`config.mk`:
```
export PLATFORM = sky130hd
export DESIGN_NAME = unidade_mult_flat
export DESIGN_NICKNAME = d
export VERILOG_FILES = /design/src/rtl/unidade_mult_pkg.sv /design/src/rtl/unidade_mult_if.sv /design/src/rtl/unidade_mult.sv /design/src/flat_wrapper.sv
export SDC_FILE = /design/constraint.sdc
export NUM_CORES = 1
export LEC_CHECK = 0
export ABC_AREA = 1
export ABC_CLOCK_PERIOD_IN_PS = 4000
export BUFFER_PORTS_ARGS = -buffer_cell sky130_fd_sc_hd__buf_2
export CORE_MARGIN = 2
export CORE_UTILIZATION = 55
export CTS_CLUSTER_DIAMETER = 100
export CTS_CLUSTER_SIZE = 25
export DETAILED_ROUTE_END_ITERATION = 16
export GPL_TIMING_DRIVEN = 0
export MAX_ROUTING_LAYER = met4
export PLACE_DENSITY = 0.73
export SLEW_MARGIN = 20
export SYNTH_ARGS = -nofsm -noshare
export SYNTH_HDL_FRONTEND = slang
export SYNTH_SLANG_ARGS = --single-unit
export TNS_END_PERCENT = 5
```
`constraint.sdc`:
```
create_clock -name clk -period 4 [get_ports clk]
set_input_delay 0.2 -clock clk [delete_from_list [all_inputs] [get_ports clk]]
set_output_delay 0.2 -clock clk [all_outputs]
set_load 0.01 [all_outputs]
```
`src/rtl/unidade_mult_pkg.sv`:
```
// Shared widths and state encoding for the sequential multiplier.
// Optional feature macro: MULT_ALTO_EN (high product word and signed handling).
package mult_pkg;

   localparam int unsigned LARGURA_MULT = 64;
   localparam int unsigned LARGURA_CONT = 6;

   typedef enum logic [1:0] {OCIOSO, CALCULA, AJUSTE} estado_mult_t;

endpackage

```
`src/rtl/unidade_mult_if.sv`:
```
// Start/operand/result bundle between the control unit and the multiplier.
// Optional feature macro: MULT_ALTO_EN adds resultadoAlto and makes comSinal meaningful.
interface unidade_mult_if
   import mult_pkg::*;
#(
   parameter int unsigned LARGURA = LARGURA_MULT
);

   logic               inicio;
   logic [LARGURA-1:0] operandoA;
   logic [LARGURA-1:0] operandoB;
   logic               comSinal;
   logic [LARGURA-1:0] resultado;
`ifdef MULT_ALTO_EN
   logic [LARGURA-1:0] resultadoAlto;
`endif
   logic               ocupado;
   logic               pronto;

`ifdef MULT_ALTO_EN
   modport master (
      output inicio, operandoA, operandoB, comSinal,
      input  resultado, resultadoAlto, ocupado, pronto
   );
   modport slave (
      input  inicio, operandoA, operandoB, comSinal,
      output resultado, resultadoAlto, ocupado, pronto
   );
`else
   modport master (
      output inicio, operandoA, operandoB, comSinal,
      input  resultado, ocupado, pronto
   );
   modport slave (
      input  inicio, operandoA, operandoB, comSinal,
      output resultado, ocupado, pronto
   );
`endif

endinterface

```
`src/rtl/unidade_mult.sv`:
```
// Sequential shift-and-add multiplier: one partial product per cycle, 66-cycle latency.
// Optional feature macro: MULT_ALTO_EN (resultadoAlto port, signed via |A|*|B| and final negation).
module unidade_mult
   import mult_pkg::*;
#(
   parameter int unsigned LARGURA = LARGURA_MULT
) (
   input  logic           clk,
   input  logic           reset,
   unidade_mult_if.slave  bus
);

   localparam int unsigned CW = $clog2(LARGURA);
   localparam logic [CW-1:0] ULTIMO = CW'(LARGURA - 1);

   estado_mult_t           estado;
   logic [2*LARGURA-1:0]   acc;
   logic [LARGURA-1:0]     mcand;
   logic [CW-1:0]          cont;
   logic [LARGURA:0]       soma;
   logic [2*LARGURA-1:0]   produto;
   logic [LARGURA-1:0]     op_a;
   logic [LARGURA-1:0]     op_b;

`ifdef MULT_ALTO_EN
   logic neg;

   always_comb begin
      op_a = (bus.comSinal && bus.operandoA[LARGURA-1]) ? -bus.operandoA : bus.operandoA;
      op_b = (bus.comSinal && bus.operandoB[LARGURA-1]) ? -bus.operandoB : bus.operandoB;
      produto = neg ? -acc : acc;
   end
`else
   logic sinal_unused;

   assign sinal_unused = bus.comSinal;

   always_comb begin
      op_a    = bus.operandoA;
      op_b    = bus.operandoB;
      produto = acc;
   end
`endif

   // Carry out of the upper-half add becomes the new MSB after the shift.
   always_comb begin
      soma = {1'b0, acc[2*LARGURA-1:LARGURA]} + (acc[0] ? {1'b0, mcand} : '0);
   end

   assign bus.ocupado = (estado != OCIOSO);

   always_ff @(posedge clk) begin
      if (reset) begin
         estado            <= OCIOSO;
         acc               <= '0;
         mcand             <= '0;
         cont              <= '0;
         bus.resultado     <= '0;
         bus.pronto        <= 1'b0;
`ifdef MULT_ALTO_EN
         neg               <= 1'b0;
         bus.resultadoAlto <= '0;
`endif
      end else begin
         bus.pronto <= 1'b0;
         case (estado)
            OCIOSO: begin
               if (bus.inicio) begin
                  acc    <= {{LARGURA{1'b0}}, op_b};
                  mcand  <= op_a;
                  cont   <= '0;
`ifdef MULT_ALTO_EN
                  neg    <= bus.comSinal & (bus.operandoA[LARGURA-1] ^ bus.operandoB[LARGURA-1]);
`endif
                  estado <= CALCULA;
               end
            end
            CALCULA: begin
               acc  <= {soma, acc[LARGURA-1:1]};
               cont <= cont + 1'b1;
               if (cont == ULTIMO) begin
                  estado <= AJUSTE;
               end
            end
            AJUSTE: begin
               bus.resultado     <= produto[LARGURA-1:0];
`ifdef MULT_ALTO_EN
               bus.resultadoAlto <= produto[2*LARGURA-1:LARGURA];
`endif
               bus.pronto        <= 1'b1;
               estado            <= OCIOSO;
            end
            default: estado <= OCIOSO;
         endcase
      end
   end

endmodule

```
`src/flat_wrapper.sv`:
```
// flat-port wrapper written by rule: the top's interface ports become plain ports
module unidade_mult_flat import mult_pkg::*;
#(
   parameter int unsigned LARGURA = LARGURA_MULT
)
  (clk, reset, bus_inicio, bus_operandoA, bus_operandoB, bus_comSinal, bus_resultado, bus_ocupado, bus_pronto);
  unidade_mult_if #(.LARGURA(LARGURA)) bus_i ();
  input  logic clk;
  input  logic reset;
  input wire logic [$bits(bus_i.inicio)-1:0] bus_inicio;
  input wire logic [$bits(bus_i.operandoA)-1:0] bus_operandoA;
  input wire logic [$bits(bus_i.operandoB)-1:0] bus_operandoB;
  input wire logic [$bits(bus_i.comSinal)-1:0] bus_comSinal;
  output wire logic [$bits(bus_i.resultado)-1:0] bus_resultado;
  output wire logic [$bits(bus_i.ocupado)-1:0] bus_ocupado;
  output wire logic [$bits(bus_i.pronto)-1:0] bus_pronto;
  assign bus_i.inicio = bus_inicio;
  assign bus_i.operandoA = bus_operandoA;
  assign bus_i.operandoB = bus_operandoB;
  assign bus_i.comSinal = bus_comSinal;
  assign bus_resultado = bus_i.resultado;
  assign bus_ocupado = bus_i.ocupado;
  assign bus_pronto = bus_i.pronto;
  unidade_mult #(.LARGURA(LARGURA)) u_core (.clk(clk), .reset(reset), .bus(bus_i));
endmodule
```
==> reports/results.tsv <==
stage	metric	value	unit
worst_setup_path	delay of the slowest critical-path stage	0.61	ns
pwr	Leak Pwr	0.00964	uW
routing	via count	16600	
worst_setup_path	CP startpoint kind	register	
yosys	yosys synthesis warning count	0	
grt	largest net degree at the start of global routing	26	
worst_setup_path	Crit Path Max Fanout	10	
worst_setup_path	Setup Crit Path Kind	register to register	
pwr	total power draw	5260	uW
placement	Detail Placement HPWL	40.3	mm
clock_tree	CTS Sinks	265	
timing	final hold vios	0	
placement	pre-CTS setup slack	0.305	ns
worst_setup_path	worst r2r path cells	19	
yosys	Yosys reg bits	265	
worst_setup_path	CP endpoint kind	register	
grt	Tot GR Track Use	0.344	
clock_tree	TritonCTS clock tree	yes	
outcome	status	completed	
timing	Max Fclk	0.262	GHz
yosys	sequential-to-total area share from yosys stat	0.337	
timing	RSZ-0062 raised after global routing	no	
floorplan	total core area	28000	um^2
floorplan	die height	173	um
placement	gpl congestion	0.986	
floorplan	# rows	61	
clock_tree	TritonCTS Buffers	15	
worst_setup_path	CP most frequent cell	nand2_1	
clock_tree	worst skew pair latency	0.52	ns
worst_setup_path	CP cell instances	clkbuf_1 > buf_1 > nand2_1 > inv_1 > ha_1 > inv_1 > fa_1 > inv_1 > nand3_1 > nand2_2 > nand2_1 > nand2_1 > nand2_1 > nand2_1 > nand3_1 > nand3_1 > nand2_1 > nand3_1 > a21oi_1	
timing	Period minus WS final	3.81	ns
grt	vias in the first global route	15700	
timing	setup TNS	0	ns
clock_tree	CTS Buffer Depth	3	
timing	Final setup viols	0	
floorplan	boundary pin count	198	
routing	antenna viol nets, final	0	
timing	actual slew at the worst max-slew pin	0.842	ns
grt	grt ovf	0	
timing	Final period util	0.952	
layout	most common cell after layout, fill and taps aside	nand2_1	
routing	Initial DRC Count	1344	
worst_setup_path	Worst EP arrival	4.18	ns
yosys	mapped cell area	15800	um^2
layout	layout cells sized above 1	0.123	
pwr	power density cells	289	nW/um^2
routing	Initial DRT Pass Iterations	5	
min_path	cell count of the worst hold path	3	
routing	DRC errors left	0	
pwr	Worst VDD drop	277	uV
grt	first-pass GRT wire length	80.6	mm
flow_run	MaxCap Viol Count	0	
floorplan	Initial Utilization	0.563	
yosys	mean area per synthesized cell	6.27	um^2
layout	fin nets	2978	
yosys	Syn Inst Count	2513	
min_path	worst hold path type	input port to register	
floorplan	width of the die	173	um
routing	per-cell routed wire length	16.1	um
routing	DRT Wirelength	51.0	mm
routing	detail-routed via count per cell	5.25	
worst_setup_path	Critical Path RT	4.37	ns
worst_setup_path	worst setup path startpoint	u_core.acc[0]	
worst_setup_path	FF-to-FF Start	u_core.acc[0]	
timing	slew margin rel.	0.439	
timing	clock skew	0.0283	ns
clock_tree	Worst-path clk slew	0.09	ns
yosys	Synthesized Nets	2711	
yosys	synth unique cells	38	
timing	final worst slack	0.190	ns
clock_tree	htree depth	1	
min_path	Hold Crit Start	bus_operandoA[36]	
timing	fin. max-slew vios	0	
timing	Worst Hold Margin	0.00622	ns
layout	commonest non-fill, non-tap cells in the layout	nand2_1, inv_1, dfxtp_1, a21oi_1, buf_2	
grt	initial antenna violation count	5	
layout	Area Overhead vs Synth	15.5	%
clock_tree	clock root cell	clkbuf_16	
floorplan	Die Area	30000	um^2
placement	PortBufs	195	
clock_tree	post-CTS setup buffers	0	
worst_setup_path	Worst path slowest cell	clkbuf_1	
cells in the mapped netlist:
master      n  area share
nand2_1   708        0.17
inv_1     458        0.11
dfxtp_1   265        0.34
a21oi_1   253       0.080
nor2_1    206       0.049
o21ai_0   157       0.050
nand3_1    90       0.029
clkbuf_1   66       0.016
ha_1       65       0.052
o221ai_1   64       0.036
nand2_2    31       0.012
buf_2      22      0.0070
nor2_2     22      0.0087
nor3_1     16      0.0051
nand3_2    14      0.0089
inv_2      13      0.0031
buf_1       9      0.0021
or2_2       9      0.0036
nand4_1     7      0.0028
nor2_4      7      0.0050
nand3b_1    4      0.0019
clkinv_1    3     0.00071
nor3_2      3      0.0019
a211oi_1    2     0.00095
a21o_1      2     0.00095
a221oi_1    2      0.0011
buf_4       2     0.00095
nor4_2      2      0.0016
or2_1       2     0.00079
a21oi_2     1     0.00056
a22oi_1     1     0.00048
a32o_1      1     0.00064
and2_1      1     0.00040
and3_1      1     0.00040
fa_1        1      0.0013
nand2_4     1     0.00071
nor4_1      1     0.00040
o21bai_1    1     0.00048
final cells by class:
type	instances	area (um^2)
fill	2729	9800
multi-input combinational	1675	8270
sequential	265	5310
inverter	474	1780
timing repair buffer	250	1530
tap	378	473
buffer	99	407
clock buffer	17	393
clock inverter	3	41.3
antenna	6	15.0
report_power, final:
group / leakage [uW] / switching [uW] / internal [uW]
Clock: 0.000212 / 953 / 724
Sequential: 0.00217 / 71.0 / 2770
Combinational: 0.00727 / 473 / 267
Total: 0.00964 / 1500 / 3760
stage by stage:
step | cell area (um^2) | utilization | instances
6_report | 18200 | 0.650 | 3167
3_5_place_dp | 17200 | 0.614 | 3086
3_3_place_gp | 17200 | 0.614 | 3086
5_1_grt | 18200 | 0.650 | 3166
2_1_floorplan | 15800 | - | 2513
4_1_cts | 18200 | 0.649 | 3161
sequential cells by signal, summed over array words and instances (netlist names):
register and flops:
u_core.acc 128, u_core.bus.pronto 1, u_core.bus.resultado 64, u_core.cont 6, u_core.estado 2, u_core.mcand 64
final timing paths:
kind / to / slack, ns
hold reg to reg: u_core.acc[106] / 0.48
setup / recovery: u_core.acc[111] / 0.19
hold / removal: u_core.mcand[36] / 0.006
setup reg to reg: u_core.acc[111] / 0.19
metal layers:
metal / global-route usage / routed length, um / up-vias
met5: - / 0 / -
met4: 0.0985 / 1530 / 0
met3: 0.0502 / 3940 / 89
met2: 0.549 / 22500 / 568
met1: 0.454 / 23000 / 7566
li1: - / - / 8414
logic make-up (layout without fill, tap and decap cells):
logic type / Yosys count / in the layout / synth area share
and+or+nand+nor: 1125 / 1125 / 0.301
buffers and inverters: 573 / 843 / 0.139
AOI/OAI and AO/OA: 484 / 484 / 0.171
DFF: 265 / 265 / 0.337
adders and majority gates: 66 / 66 / 0.0529
other: 0 / 6 / 0
critical path: cells and delay by family, from the launching register on:
| kind | cells | cell delay (ns) |
|---|---|---|
| simple gates | 11 | 1.37 |
| buf+inv | 5 | 1.33 |
| fa+ha+maj | 2 | 0.55 |
| flops | 1 | 0.34 |
| compound gates | 1 | 0.09 |
what timing repair did:
action | CTS | global route
gates resized for setup | 0 | 0
setup endpoints to repair | 0 | 0
endpoints found under the hold margin | 55 | 0
hold buffers | 55 | 0
(Power assumes the default switching activity.)
